--- config.mk ---
export PLATFORM = sky130hd
export DESIGN_NAME = ipc_link_host
export DESIGN_NICKNAME = d
export VERILOG_FILES = /design/src/rtl/ipc_link_host.sv
export SDC_FILE = /design/constraint.sdc
export NUM_CORES = 1
export LEC_CHECK = 0
export ABC_CLOCK_PERIOD_IN_PS = 2300
export CAP_MARGIN = 20
export CORE_MARGIN = 8
export CORE_UTILIZATION = 57
export CTS_CLUSTER_DIAMETER = 60
export DETAILED_ROUTE_END_ITERATION = 6
export PLACE_DENSITY = 0.9
export SYNTH_ARGS = -nofsm -noshare
export SYNTH_HDL_FRONTEND = slang
export SYNTH_SLANG_ARGS = --single-unit
--- constraint.sdc ---
create_clock -name clk -period 2.3 [get_ports clk]
set_input_delay 0.46 -clock clk [delete_from_list [all_inputs] [get_ports clk]]
set_output_delay 0.46 -clock clk [all_outputs]
set_load 0.01 [all_outputs]
--- src/rtl/ipc_link_host.sv ---
// ipc_link_host: ZX8302-side bit-serial exchange with the 8049 IPC; optional per-bit watchdog via IPC_TIMEOUT_EN.
// Latency: start -> first comdata_out bit 1 clk; synchronized last strobe rise -> done 1 clk.
// Backpressure: paced entirely by the IPC strobe; start is ignored while busy and in the done clk.
module ipc_link_host #(
  parameter int SETUP_TICKS   = 4,
  parameter int TIMEOUT_TICKS = 65535
) (
  input  logic       clk,
  input  logic       reset_n,
  input  logic       ce_11m,
  input  logic       start,
  input  logic [7:0] tx_data,
  input  logic [3:0] nbits,
  output logic       busy,
  output logic       done,
  output logic [7:0] rx_data,
  output logic       timeout,
  input  logic       comctrl,
  input  logic       comdata_in,
  output logic       comdata_out
);
  localparam int SW = $clog2(SETUP_TICKS + 1);

  typedef enum logic [2:0] {S_IDLE, S_SETUP, S_WAIT_LO, S_WAIT_HI, S_DONE} state_t;
  state_t state, state_nx;

  logic [1:0]    ctrl_sync, din_sync;
  logic          ctrl_prev, ctrl_fall, ctrl_rise;
  logic [7:0]    tx_ld;
  logic [6:0]    tx_sh;
  logic [3:0]    bit_cnt, n_eff;
  logic [SW-1:0] setup_cnt;
  logic          load, sample, abort, expire, setup_end, last_bit;

  // Both IPC lines are asynchronous; the extra ctrl_prev flop gives clean edge detection.
  always_ff @(posedge clk or negedge reset_n) begin
    if (!reset_n) begin
      ctrl_sync <= 2'b11;
      din_sync  <= 2'b11;
      ctrl_prev <= 1'b1;
    end else begin
      ctrl_sync <= {ctrl_sync[0], comctrl};
      din_sync  <= {din_sync[0], comdata_in};
      ctrl_prev <= ctrl_sync[1];
    end
  end

  assign ctrl_fall = ctrl_prev & ~ctrl_sync[1];
  assign ctrl_rise = ~ctrl_prev & ctrl_sync[1];
  assign n_eff     = (nbits == 4'd0 || nbits > 4'd8) ? 4'd8 : nbits;
  // Left-justify the word so the bit on the wire is always the MSB of the shifter.
  assign tx_ld     = tx_data << (4'd8 - n_eff);
  assign setup_end = ce_11m && (setup_cnt == SW'(SETUP_TICKS - 1));
  assign last_bit  = (bit_cnt == 4'd1);
  assign busy      = (state == S_SETUP) || (state == S_WAIT_LO) || (state == S_WAIT_HI);
  assign done      = (state == S_DONE);

  always_ff @(posedge clk or negedge reset_n) begin
    if (!reset_n) state <= S_IDLE;
    else          state <= state_nx;
  end

  always_comb begin
    state_nx = state;
    load     = 1'b0;
    sample   = 1'b0;
    abort    = 1'b0;
    case (state)
      S_IDLE: if (start) begin
        load     = 1'b1;
        state_nx = S_SETUP;
      end
      S_SETUP: if (setup_end) state_nx = S_WAIT_LO;
      S_WAIT_LO: begin
        if (ctrl_fall) state_nx = S_WAIT_HI;
        else if (expire) begin
          abort    = 1'b1;
          state_nx = S_DONE;
        end
      end
      S_WAIT_HI: begin
        if (ctrl_rise) begin
          sample   = 1'b1;
          state_nx = last_bit ? S_DONE : S_SETUP;
        end else if (expire) begin
          abort    = 1'b1;
          state_nx = S_DONE;
        end
      end
      S_DONE:  state_nx = S_IDLE;
      default: state_nx = S_IDLE;
    endcase
  end

  always_ff @(posedge clk or negedge reset_n) begin
    if (!reset_n) begin
      tx_sh       <= '0;
      bit_cnt     <= '0;
      setup_cnt   <= '0;
      rx_data     <= '0;
      comdata_out <= 1'b1;
    end else begin
      if (state != S_SETUP) setup_cnt <= '0;
      else if (ce_11m)      setup_cnt <= setup_cnt + 1'b1;

      if (load) begin
        tx_sh       <= tx_ld[6:0];
        bit_cnt     <= n_eff;
        rx_data     <= '0;
        comdata_out <= tx_ld[7];
      end else if (sample) begin
        rx_data     <= {rx_data[6:0], din_sync[1]};
        bit_cnt     <= bit_cnt - 1'b1;
        tx_sh       <= {tx_sh[5:0], 1'b0};
        comdata_out <= last_bit ? 1'b1 : tx_sh[6];
      end else if (abort) begin
        comdata_out <= 1'b1;
      end
    end
  end

`ifdef IPC_TIMEOUT_EN
  localparam int TW = $clog2(TIMEOUT_TICKS + 1);
  logic [TW-1:0] to_cnt;
  logic          waiting;

  assign waiting = (state == S_WAIT_LO) || (state == S_WAIT_HI);
  assign expire  = waiting && ce_11m && (to_cnt == TW'(TIMEOUT_TICKS - 1));

  always_ff @(posedge clk or negedge reset_n) begin
    if (!reset_n) begin
      to_cnt  <= '0;
      timeout <= 1'b0;
    end else begin
      if (state == S_SETUP)         to_cnt <= '0;
      else if (waiting && ce_11m)   to_cnt <= to_cnt + 1'b1;
      if (load)       timeout <= 1'b0;
      else if (abort) timeout <= 1'b1;
    end
  end
`else
  logic unused_timeout_ticks;
  assign unused_timeout_ticks = |TIMEOUT_TICKS;
  assign expire  = 1'b0;
  assign timeout = 1'b0;
`endif

endmodule

======== Word level (Yosys, flattened, before mapping) ========
Cells that the tools add are included.
storage, ports and cells
  output and inout port bits .............. 12
  word-level logic and storage cells ...... 60
  flip-flop bits (word level) ............. 31
operators by class
  bitwise logic cells ..................... 4
  add/subtract/negate cells ............... 3
  equality and inequality tests ........... 11
  reduce and logical (&&, ||, !) cells .... 9
  mux-type cells .......................... 22
  shift operators ......................... 1
  order comparisons ....................... 1
operator list
  kind                   number
  $mux W3                7
  $mux W8                2
  $mux W7                2
  $mux W4                3
  $pmux W3 S4            1
  $eq A3 B2 Y1 const B   3
  $ne A2 B2 Y1 const B   4
  $shl A8 B4 Y8          1
  $mux W1                7
  $eq A4 B1 Y1 const B   1
  $gt A4 B4 Y1 const B   1
  $logic_not A4 Y1       1
  $reduce_and A4 Y1      1
  $reduce_bool A2 Y1     2
  $sub A4 B1 Y4 const B  1
  $sub A4 B4 Y4 const A  1
  $add A3 B1 Y3 const B  1
  $eq A3 B1 Y1 const B   1
  $eq A3 B3 Y1 const B   1
  $logic_not A3 Y1       1
  $logic_or A1 B1 Y1     3
  $ne A3 B1 Y1 const B   1
  $and A1 B1 Y1          2
  $not A1 Y1             2
  $logic_and A1 B1 Y1    1

======== Depth between registers and ports, before layout ========
  depth after elaboration ................. 6
  mapped depth ............................ 9

======== Worst setup path before layout ========
No wires, ideal clock.
  path type ............................... input to register
  start point ............................. in nbits[0]
  end point ............................... reg tx_sh[5]
  path slack .............................. 0.239 ns
  stages on the path ...................... 9
  path buffers ............................ 2
  data arrival time ....................... 1.935 ns
  cell sequence ........................... nor2b_1 -> buf_6 -> inv_2 -> ha_1 -> clkbuf_1 -> nor2_1 -> a21oi_1 -> a311oi_1 -> a311o_1
between the ends
  cells in the longest elaborated chain, start to end .. 6
  elaborated cells between the ends (all ways) .. 7
  classes of those cells .................. add/sub: 1; order compare: 1; shift: 1; mux: 2; reduce/logical: 2
RTL lines
  what                                                     line  RTL
  from (decl)                                              13    input logic [3:0] nbits,
  $gt A4 B4 Y1 / $logic_not A4 Y1 (equally long branches)  50    assign n_eff = (nbits == 4'd0 || nbits > 4'd8) ? 4'd8 : nbits;
  $logic_or A1 B1 Y1                                       50
  $mux W4 *                                                50
  $sub A4 B4 Y4 *                                          52    assign tx_ld = tx_data << (4'd8 - n_eff);
  $shl A8 B4 Y8 *                                          52
  $mux W7 *                                                106   if (load) begin
  to (signal assigned)                                     107   tx_sh <= tx_ld[6:0];
  to (signal assigned)                                     114   tx_sh <= {tx_sh[5:0], 1'b0};
  to (decl)                                                30    logic [6:0] tx_sh;
Every way passes the cells marked *; elsewhere a longest branch is shown, timed or not.
A chain may end at the register's enable or synchronous reset.

======== Worst setup path after layout ========
  start point ............................. reg state[1]
  end point ............................... out done
between the ends
  cells in the longest elaborated chain, start to end .. 1
RTL lines
  what                    line  RTL
  from (decl)             25    state_t state, state_nx;
  from (signal assigned)  60    else state <= state_nx;
  $eq A3 B3 Y1            56    assign done = (state == S_DONE);
  to (decl)               15    output logic done,
Every way passes these cells.

==> flow_summary.toml <==
[clock_network]
hold_buffers = 0
cts_resized = 0
clk_path_buf_depth = 2
worstSkewPairLatency_ns = 0.34
clockRootBuffer = "clkbuf_4"
cts_buffers = 5
cts_tree = "built"
cts.sinks = 31
postCtsSetupRepairBufs = 0
cts-htree-levels = 2
clk_pin_slew_worst_paths_ns = 0.10

[detailed_routing]
totalWireLength_mm = 3.542
viasPerCell = 5.370
drt-wirelength-per-cell_um = 13.37
final_antenna_net_count = 0
post-route-drc-count = 0
vias = 1423
drtPass1Iterations = 4
drtIter0Drc = 77

[timing]
setup_tns_ns = 0
fmax_mhz = 454.2
period_share = 0.9573
slew_viol_final = 0
hold_viol = 0
fin_skew_ns = 0.008230
setup_ws_ns = 0.09828
rsz0062_at_grt = "no"
setup_viol = 0
period_needed_ns = 2.202

[power]
power.density_mw_per_mm2 = 959.5
power_leakage_nw = 0.9288
peakVddDrop_mv = 0.5020
finalPower_w = 0.002116

[floorplanning]
num_io_pins = 30
die_h_um = 72.03
floorplan.initialDensity = 0.5909
core_area_mm2 = 0.003028
dieArea_mm2 = 0.005188
placementRows = 20
die_w_um = 72.03

[final_layout]
syn_to_final_growth_pct = 23.29
layout_common_cells = "nand2_1, clkdlybuf4s50_1, dfrtp_1"
drive_gt1_frac = 0.1855
antenna_cells = 0
nFillCells = 228
fin_nets = 243
final_common_cell = "nand2_1"

[yosys]
ys.flop_type = "dfrtp_1"
synth_cells = 185
synthArstFlopShare = 1.000
synth_xor_area_frac = 0.02867
synth_cell_types = 46
synth_fa_ha_area_frac = 0.03497
syn_nets = 208
synth_area_mm2 = 0.001789
ys_warn_count = 0
synth-compound-area-share = 0.1140
syn_avg_cell_area_um2 = 9.671
synthSimpleGateAreaFrac = 0.2322
synth.area.mux_share = 0.09510
synth_edf_count = 0
ys_seq_elements = 31
synth_top_family_by_area = "simple AND/OR/NAND/NOR gates"
yosysSeqAreaShare = 0.4378

[global_routing]
grt_pass1_wl_mm = 6.341
grt_pass1_vias = 1456
grt_overflow = 0
antenna_found_initial = 0
grt_start_max_net_pins = 32
grt_use_total = 0.1551

[worst_setup_path]
crit_type = "flip-flop to primary output"
cp-end-kind = "primary output"
worstPathMaxFanout = 9
critPathLaunchType = "flip-flop"
arrival_ns = 1.74
crit_required_ns = 1.84

[place]
place.gp.congestion = 0.8985
dp_worst_setup_slack_ns = -0.09679
dp_hpwl_mm = 2.627
port_buffers = 28

[flow_run]
cap_violations = 0

[hold_path]
worstHoldPathType = "flip-flop to flip-flop"

[run_status]
status = "complete, no violations"
[worst max-delay path, cell delays in order (launching register included)]
cell             delay (ns)
dfrtp_1                0.52
nor2_1                 0.21
and2_1                 0.14
clkdlybuf4s50_1        0.53
[power breakdown]
group / internal, W / switching [W]
clock: 0.000180 / 0.000188
combinational: 0.000435 / 0.000385
sequential: 0.000738 / 0.000191
total: 0.00135 / 0.000764
[sequential cells by signal, summed over array words and instances (netlist names)]
name and cells:
setup_cnt 3, ctrl_prev 1, ctrl_sync 2, comdata_out 1, state 3, din_sync 2
bit_cnt 4, tx_sh 7, rx_data 8
[layer usage]
metal  wire [um]  GRT usage
met3         165    0.04683
met1        1646     0.1798
met4          67    0.06803
met2        1662     0.2581
met5           0          0
[stage by stage]
stage / cells / utilization / hold WS [ns] / instance area, um^2
floorplan: 185 / - / 0.1644 / 1789
global placement: 257 / 0.7054 / 0.3460 / 2136
detailed placement: 257 / 0.7054 / 0.3485 / 2136
CTS: 265 / 0.7281 / 0.3570 / 2205
global route: 265 / 0.7285 / 0.3656 / 2206
finish: 265 / 0.7285 / 0.3501 / 2206
[final timing paths]
check	from	to	slack, ns	depth (start not counted)
max in group asynchronous	reset_n	ctrl_sync[0]$_DFF_PN1_	1.48	2
hold / removal	ctrl_sync[0]$_DFF_PN1_	ctrl_sync[1]$_DFF_PN1_	0.35	0
setup / recovery	state[1]$_DFFE_PN0P_	done	0.1	3
setup reg to reg	ctrl_sync[1]$_DFF_PN1_	tx_sh[5]$_DFFE_PN0P_	0.57	5
min in group asynchronous	reset_n	setup_cnt[1]$_DFFE_PN0P_	0.50	2
hold reg to reg	ctrl_sync[0]$_DFF_PN1_	ctrl_sync[1]$_DFF_PN1_	0.35	0
[cell usage after synthesis, types with 3 or more instances]
master	count	area share
o21ai_0	7	0.020
inv_1	3	0.0063
dfrtp_1	25	0.35
buf_2	4	0.011
mux2_4	3	0.025
mux2i_1	8	0.045
nand3_1	8	0.022
ha_1	5	0.035
buf_6	3	0.019
nand2_1	35	0.073
a21oi_1	15	0.042
xnor2_1	3	0.015
nand2b_1	4	0.014
nor3_1	5	0.014
buf_4	3	0.013
dfstp_2	6	0.088
nor2_1	12	0.025
[cell type report]
class | count | area (um^2) | area share
Timing Repair Buffer | 40 | 370.4 | 0.1679
Sequential cell | 31 | 784.5 | 0.3556
Clock buffer | 8 | 68.82 | 0.03120
Inverter | 4 | 15.01 | 0.006807
Tap cell | 44 | 55.05 | 0.02496
Multi-Input combinational cell | 138 | 912.1 | 0.4135
[cells by family after synthesis]
logic type	after synthesis
adder cells (fa/ha/maj)	5
XOR/XNOR	5
flip-flops	31
multiplexers	14
buffers and inverters	16
other	1
AND/OR/NAND/NOR	79
AO/OA/AOI/OAI	34
(Power assumes the default switching activity.)
